--- config.mk ---
export PLATFORM = sky130hd
export DESIGN_NAME = bus_arbiter_aec
export DESIGN_NICKNAME = d
export VERILOG_FILES = /design/src/rtl/bus_arb_pkg.sv /design/src/rtl/cycle_down_counter.sv /design/src/rtl/bus_arbiter_aec.sv
export SDC_FILE = /design/constraint.sdc
export NUM_CORES = 1
export LEC_CHECK = 0
export BUFFER_PORTS_ARGS = -buffer_cell sky130_fd_sc_hd__buf_2
export CAP_MARGIN = 5
export CORE_ASPECT_RATIO = 0.8
export CORE_MARGIN = 4
export CORE_UTILIZATION = 35
export DETAILED_ROUTE_END_ITERATION = 10
export PLACE_DENSITY = 0.53
export SKIP_LAST_GASP = 1
export SYNTH_ARGS = -nofsm -noshare
export SYNTH_HDL_FRONTEND = slang
export SYNTH_HIERARCHICAL = 1
export SYNTH_SLANG_ARGS = --single-unit
export TNS_END_PERCENT = 10
--- constraint.sdc ---
create_clock -name phi2 -period 2.6 [get_ports phi2]
set_input_delay 0.13 -clock phi2 [delete_from_list [all_inputs] [get_ports phi2]]
set_output_delay 0.13 -clock phi2 [all_outputs]
set_load 0.02 [all_outputs]
--- src/rtl/bus_arb_pkg.sv ---
// Shared types for the C64 bus arbiter: state and owner encodings, output decode, parameter checks.
// Pure declarations, no latency; no backpressure involved.
package bus_arb_pkg;

    localparam int LEAD_W  = 3;
    localparam int EXP_W   = 8;
    localparam int DWELL_W = 4;

    typedef enum logic [2:0] {
        CPU     = 3'd0,
        LEAD    = 3'd1,
        GRANT   = 3'd2,
        HANDOFF = 3'd3,
        RELEASE = 3'd4
    } arb_state_t;

    typedef enum logic {
        OWN_VIC = 1'b0,
        OWN_EXP = 1'b1
    } owner_t;

    typedef struct packed {
        logic rdy;
        logic aec;
        logic gnt_vic;
        logic gnt_exp;
    } bus_ctl_t;

    function automatic bit params_legal(int ba_lead, int exp_max, int min_cpu);
        return (ba_lead >= 1 && ba_lead <= 7) &&
               (exp_max >= 2 && exp_max <= 255) &&
               (min_cpu >= 1 && min_cpu <= 15);
    endfunction

    // RELEASE keeps rdy low but hands the bus back, so the CPU drives before RDY rises.
    function automatic bus_ctl_t decode_ctl(arb_state_t st, owner_t own);
        bus_ctl_t c;
        c.rdy     = (st == CPU);
        c.aec     = !(st == GRANT || st == HANDOFF);
        c.gnt_vic = (st == GRANT) && (own == OWN_VIC);
        c.gnt_exp = (st == GRANT) && (own == OWN_EXP);
        return c;
    endfunction

endpackage

--- src/rtl/cycle_down_counter.sv ---
// Loadable down-counter that saturates at zero and flags when it is empty.
// Load or decrement takes effect at the next edge; zero flag is combinational from the count.
// No backpressure: load wins over decrement.
module cycle_down_counter #(
    parameter int WIDTH = 4
) (
    input  logic             clk,
    input  logic             reset,
    input  logic             load,
    input  logic [WIDTH-1:0] load_val,
    input  logic             dec,
    output logic             zero
);

    logic [WIDTH-1:0] count;

    always_ff @(posedge clk) begin
        if (reset) begin
            count <= '0;
        end else if (load) begin
            count <= load_val;
        end else if (dec && count != '0) begin
            count <= count - WIDTH'(1);
        end
    end

    assign zero = (count == '0);

endmodule

--- src/rtl/bus_arbiter_aec.sv ---
// Shares the C64 bus between the 6502 and the video / expansion DMA requesters, driving RDY and AEC.
// Registered outputs, one update per phi2 edge; AEC falls BA_LEAD cycles after RDY (sooner on early grant).
// Requesters are level-held; expansion grants are cut at EXP_MAX and re-accepted only after MIN_CPU dwell.
module bus_arbiter_aec
    import bus_arb_pkg::*;
#(
    parameter int BA_LEAD     = 3,
    parameter bit EARLY_GRANT = 1'b0,
    parameter int EXP_MAX     = 16,
    parameter int MIN_CPU     = 2
) (
    input  logic       phi2,
    input  logic       reset,
    input  logic       req_vic,
    input  logic       req_exp,
    input  logic       r_w_6502,
    output logic       rdy,
    output logic       aec,
    output logic       gnt_vic,
    output logic       gnt_exp,
    output logic [2:0] state_dbg
);

    localparam logic [LEAD_W-1:0]  LEAD_INIT  = LEAD_W'(BA_LEAD - 1);
    localparam logic [DWELL_W-1:0] DWELL_INIT = DWELL_W'(MIN_CPU);
    localparam logic [EXP_W-1:0]   EXP_LAST   = EXP_W'(EXP_MAX - 1);

    generate
        if (!params_legal(BA_LEAD, EXP_MAX, MIN_CPU)) begin : g_bad_params
            $error("bus_arbiter_aec: parameter out of legal range");
        end
    endgenerate

    arb_state_t       state, state_nxt;
    owner_t           owner, owner_nxt, lead_owner;
    logic [EXP_W-1:0] exp_cnt;
    logic             own_req, lead_req;
    logic             lead_load, lead_dec, lead_zero;
    logic             dwell_load, dwell_dec, dwell_zero;
    bus_ctl_t         ctl_nxt;

    assign own_req = (owner == OWN_VIC) ? req_vic : req_exp;

    // Video pre-empts an expansion request still in its lead phase without restarting the count.
    assign lead_owner = req_vic ? OWN_VIC : owner;
    assign lead_req   = (lead_owner == OWN_VIC) ? req_vic : req_exp;

    always_comb begin
        state_nxt  = state;
        owner_nxt  = owner;
        lead_load  = 1'b0;
        lead_dec   = 1'b0;
        dwell_load = 1'b0;
        case (state)
            CPU: begin
                if (req_vic) begin
                    state_nxt = LEAD;
                    owner_nxt = OWN_VIC;
                    lead_load = 1'b1;
                end else if (req_exp && dwell_zero) begin
                    state_nxt = LEAD;
                    owner_nxt = OWN_EXP;
                    lead_load = 1'b1;
                end
            end
            LEAD: begin
                owner_nxt = lead_owner;
                if (!lead_req) begin
                    state_nxt = CPU;
                end else if (lead_zero || (EARLY_GRANT && r_w_6502)) begin
                    state_nxt = GRANT;
                end else begin
                    lead_dec = 1'b1;
                end
            end
            GRANT: begin
                if (!own_req || (owner == OWN_EXP && exp_cnt == EXP_LAST)) begin
                    state_nxt = RELEASE;
                end else if (owner == OWN_EXP && req_vic) begin
                    state_nxt = HANDOFF;
                end
            end
            HANDOFF: begin
                state_nxt = GRANT;
                owner_nxt = OWN_VIC;
            end
            RELEASE: begin
                state_nxt  = CPU;
                dwell_load = (owner == OWN_EXP);
            end
            default: state_nxt = CPU;
        endcase
    end

    assign dwell_dec = (state == CPU);
    assign ctl_nxt   = decode_ctl(state_nxt, owner_nxt);

    always_ff @(posedge phi2) begin
        if (reset) begin
            state   <= CPU;
            owner   <= OWN_VIC;
            exp_cnt <= '0;
            rdy     <= 1'b1;
            aec     <= 1'b1;
            gnt_vic <= 1'b0;
            gnt_exp <= 1'b0;
        end else begin
            state <= state_nxt;
            owner <= owner_nxt;
            {rdy, aec, gnt_vic, gnt_exp} <= ctl_nxt;
            if (state != GRANT && state_nxt == GRANT) begin
                exp_cnt <= '0;
            end else if (state == GRANT && owner == OWN_EXP && exp_cnt != '1) begin
                exp_cnt <= exp_cnt + EXP_W'(1);
            end
        end
    end

    cycle_down_counter #(.WIDTH(LEAD_W)) u_lead_cnt (
        .clk      (phi2),
        .reset    (reset),
        .load     (lead_load),
        .load_val (LEAD_INIT),
        .dec      (lead_dec),
        .zero     (lead_zero)
    );

    cycle_down_counter #(.WIDTH(DWELL_W)) u_dwell_cnt (
        .clk      (phi2),
        .reset    (reset),
        .load     (dwell_load),
        .load_val (DWELL_INIT),
        .dec      (dwell_dec),
        .zero     (dwell_zero)
    );

    assign state_dbg = state;

endmodule

==> key figures <==
Min path
  – Cell count of the worst hold path: 2
  – Beginning of the worst hold path: reset
  – Min-Delay Path Class: in2reg
  – WHS Endpoint: owner

Power
  – Max VDD drop: 0.5428 mV
  – LEAKAGE: 0.5631 nW
  – Int Power: roughly 690 uW
  – PD cells: 743.5 nW/um^2
  – Net Sw Power: 376.0 uW
  – Comb pwr share: 0.359
  – Clock share of power: 0.217
  – Seq pwr share: 0.423
  – Sw Ratio: 0.3543

Clocking
  – Clock tree from TritonCTS: yes
  – # clock sinks: 23
  – Hold Buf Count CTS: 0
  – CTS Buffer Depth: 2
  – H-tree levels: 1
  – CTS root buffer: clkbuf_8
  – Reg clk slew, reported paths: 90 ps
  – TritonCTS Buffers: 3
  – Clock Latency Late Sink: between 200 and 300 ps
  – Post-CTS Setup Bufs: 0
  – Post-CTS Resized: 0

Setup path
  – Worst r2r dst: u_lead_cnt/count[1]
  – Worst Path Required: 2800 ps
  – R2R Setup Slk: around 450 ps
  – WP data arrival: 2350 ps
  – CP endpoint kind: register
  – Worst Setup Start Kind: register
  – Critical Path Fanout Max: 5
  – Reg-to-Reg Start: u_lead_cnt/count[0]
  – Critical path class: reg2reg
  – FF-to-FF path depth: 7

STA
  – Post-route setup TNS: 0 ps
  – Final setup fails: 0
  – Fmax: 0.4653 GHz
  – Final max-slew violation count: 0
  – Final Hold Fails: 0
  – Skew final: 8.508 ps
  – Unrepaired setup endpoints after global routing: false
  – Worst slew pin tran: 728.4 ps
  – Final Critical Period: 2149 ps
  – Final Cycle Share: 0.8267
  – Hold WS: 204.4 ps
  – Max transition margin: 0.5099
  – Final WS setup: ~450 ps

Global route
  – Total gr overflow: 0
  – All-Layer GR Usage: 0.1187
  – Largest net degree at the start of global routing: 15
  – Vias in the first global route: 942
  – Initial antenna violation count: 0
  – First-pass GRT wire length: around 4.3 mm

Yosys
  – EDFF count, synth: 0
  – Number of distinct library cells after synthesis: 49
  – FF+latch count, synth: 23
  – Ys async rst share: 0
  – Seq/Total Area, Yosys: 0.3647
  – Average size of a mapped cell: roughly 9.0 um^2
  – Share of the synthesized area in the top cell type: 0.3647
  – Yosys warns: 6
  – Dominant synthesized flop cell: dfxtp_1
  – Post-Synthesis Cells: 140
  – Post-synth top area cell: dfxtp_1
  – Synth area leaders: dfxtp_1 36%, nor2_1 5.6%, xor2_1 4.9%, ha_1 4.0%, inv_1 3.0%
  – Synthesized cell area: 1262 um^2

Cells and area
  – Most frequent cells in the layout: 23 x dfxtp_1, 19 x nor2_1, 10 x inv_1, 10 x buf_2
  – N_diodes: 0
  – Layout cells sized above 1: 0.1646
  – Most common cell after layout, fill and taps aside: dfxtp_1
  – P&R area growth vs syn: 13.08%
  – Final Util: 0.4142
  – Cell Count, Final, Fillers Out: 200
  – Nets@finish: 168

Die
  – Rows: 19
  – Initial Utilization: 0.3662
  – Core area: 3447 um^2
  – Die X: approximately 75 um
  – IO Count: 12
  – Die ar.: roughly 4600 um^2
  – Die Y: 61.72 um

Drt
  – Vias: 1008
  – WL/cell: 12.44 um
  – Final wirelength: 2.488 mm
  – Initial DRC count: 54
  – Pre-antenna DRT Iters: 4
  – Residual DRC count: 0
  – Via-to-Cell Ratio: 5.040
  – Remaining antenna violation count after routing: 0

Placed design
  – Dpl ws: 468.1 ps
  – IO Port Bufs: 10
  – GPL Wtd Cong: around 0.80
  – Dpl hpwl: 1.807 mm
  – Dpl cells: 196

Status
  – Outcome: complete, no violations

Run
  – Max-Cap Viols: 0
-- routing by layer --
metal | vias up | track usage | wire (um) | share of wire
met2 | 18 | 0.1799 | 1069 | 0.43
met4 | 0 | 0.02244 | 23 | 0.0092
li1 | 534 | - | - | -
met3 | 2 | 0.03376 | 99 | 0.040
met1 | 454 | 0.1703 | 1296 | 0.52
met5 | - | 0 | 0 | 0
-- synth_stat cells, types with 3 or more instances --
cell	instances
xor2_1	7
nand3_1	3
inv_1	10
nor3_1	5
ha_1	4
a31oi_1	3
a211oi_1	3
and3_1	3
nand2_1	7
a21oi_1	4
dfxtp_1	23
nor2_1	19
-- metrics by stage --
step | power [mW] | area [um^2]
2_1_floorplan | 0.7527 | 1281
3_5_place_dp | 0.8413 | 1381
3_3_place_gp | 0.8330 | 1381
4_1_cts | 1.074 | 1428
5_1_grt | 1.143 | 1428
6_report | 1.061 | 1428
-- final cells by class --
type                    instances  area, um^2
inverters                      10       37.54
repair buffers                 12       65.06
multi-input cells             109       765.7
clock buffers                   3       41.29
clock inverters                 1       5.005
well taps                      42       52.55
fillers                       337        2019
flip-flops and latches         23       460.4
-- logic make-up (layout without fill, tap and decap cells) --
family | count (synthesis) | in the layout | synth area share
simple gates | 61 | 61 | 0.2934
compound gates | 27 | 27 | 0.1814
flops | 23 | 23 | 0.3647
buf+inv | 13 | 26 | 0.04361
xor+xnor | 8 | 8 | 0.05550
fa+ha+maj | 4 | 4 | 0.03964
other cells | 2 | 7 | 0.005949
mux | 2 | 2 | 0.01586
-- critical path, cell delays in order, from the launching register on --
cell and delay, ps:
dfxtp_1 350, inv_1 50, ha_1 190, ha_1 210
nor4_1 650, nand2b_4 130, or3_1 340, a31oi_1 160
-- power groups by stage --
stage / registers [mW] / logic, mW / clock network (mW)
after detailed placement: 0.457 / 0.384 / 0
after global routing: 0.460 / 0.432 / 0.251
after floorplan: 0.464 / 0.289 / 0
after CTS: 0.450 / 0.386 / 0.238
after global placement: 0.456 / 0.377 / 0
final: 0.449 / 0.381 / 0.231
-- flip-flops by register name, indices dropped and copies added (netlist names) --
signal / count
exp_cnt: 8
u_dwell_cnt/count: 4
state_dbg: 3
u_lead_cnt/count: 3
aec: 1
gnt_exp: 1
gnt_vic: 1
owner: 1
rdy: 1
-- how the worst max path moves through the flow --
| stage | start | end | slack [ps] | cells past startpoint |
|---|---|---|---|---|
| final | u_lead_cnt/count[0] | u_lead_cnt/count[1] | 450 | 7 |
| after global routing | u_lead_cnt/count[0] | u_lead_cnt/count[2] | 220 | 7 |
| after CTS | u_lead_cnt/count[0] | u_lead_cnt/count[2] | 440 | 7 |
| after detailed placement | u_dwell_cnt/count[1] | u_lead_cnt/count[1] | 470 | 8 |
| after global placement | u_lead_cnt/count[0] | u_lead_cnt/count[1] | 520 | 7 |
| after floorplan | u_lead_cnt/count[0] | u_lead_cnt/count[1] | 660 | 7 |
Power figures use the tool's default switching activity.
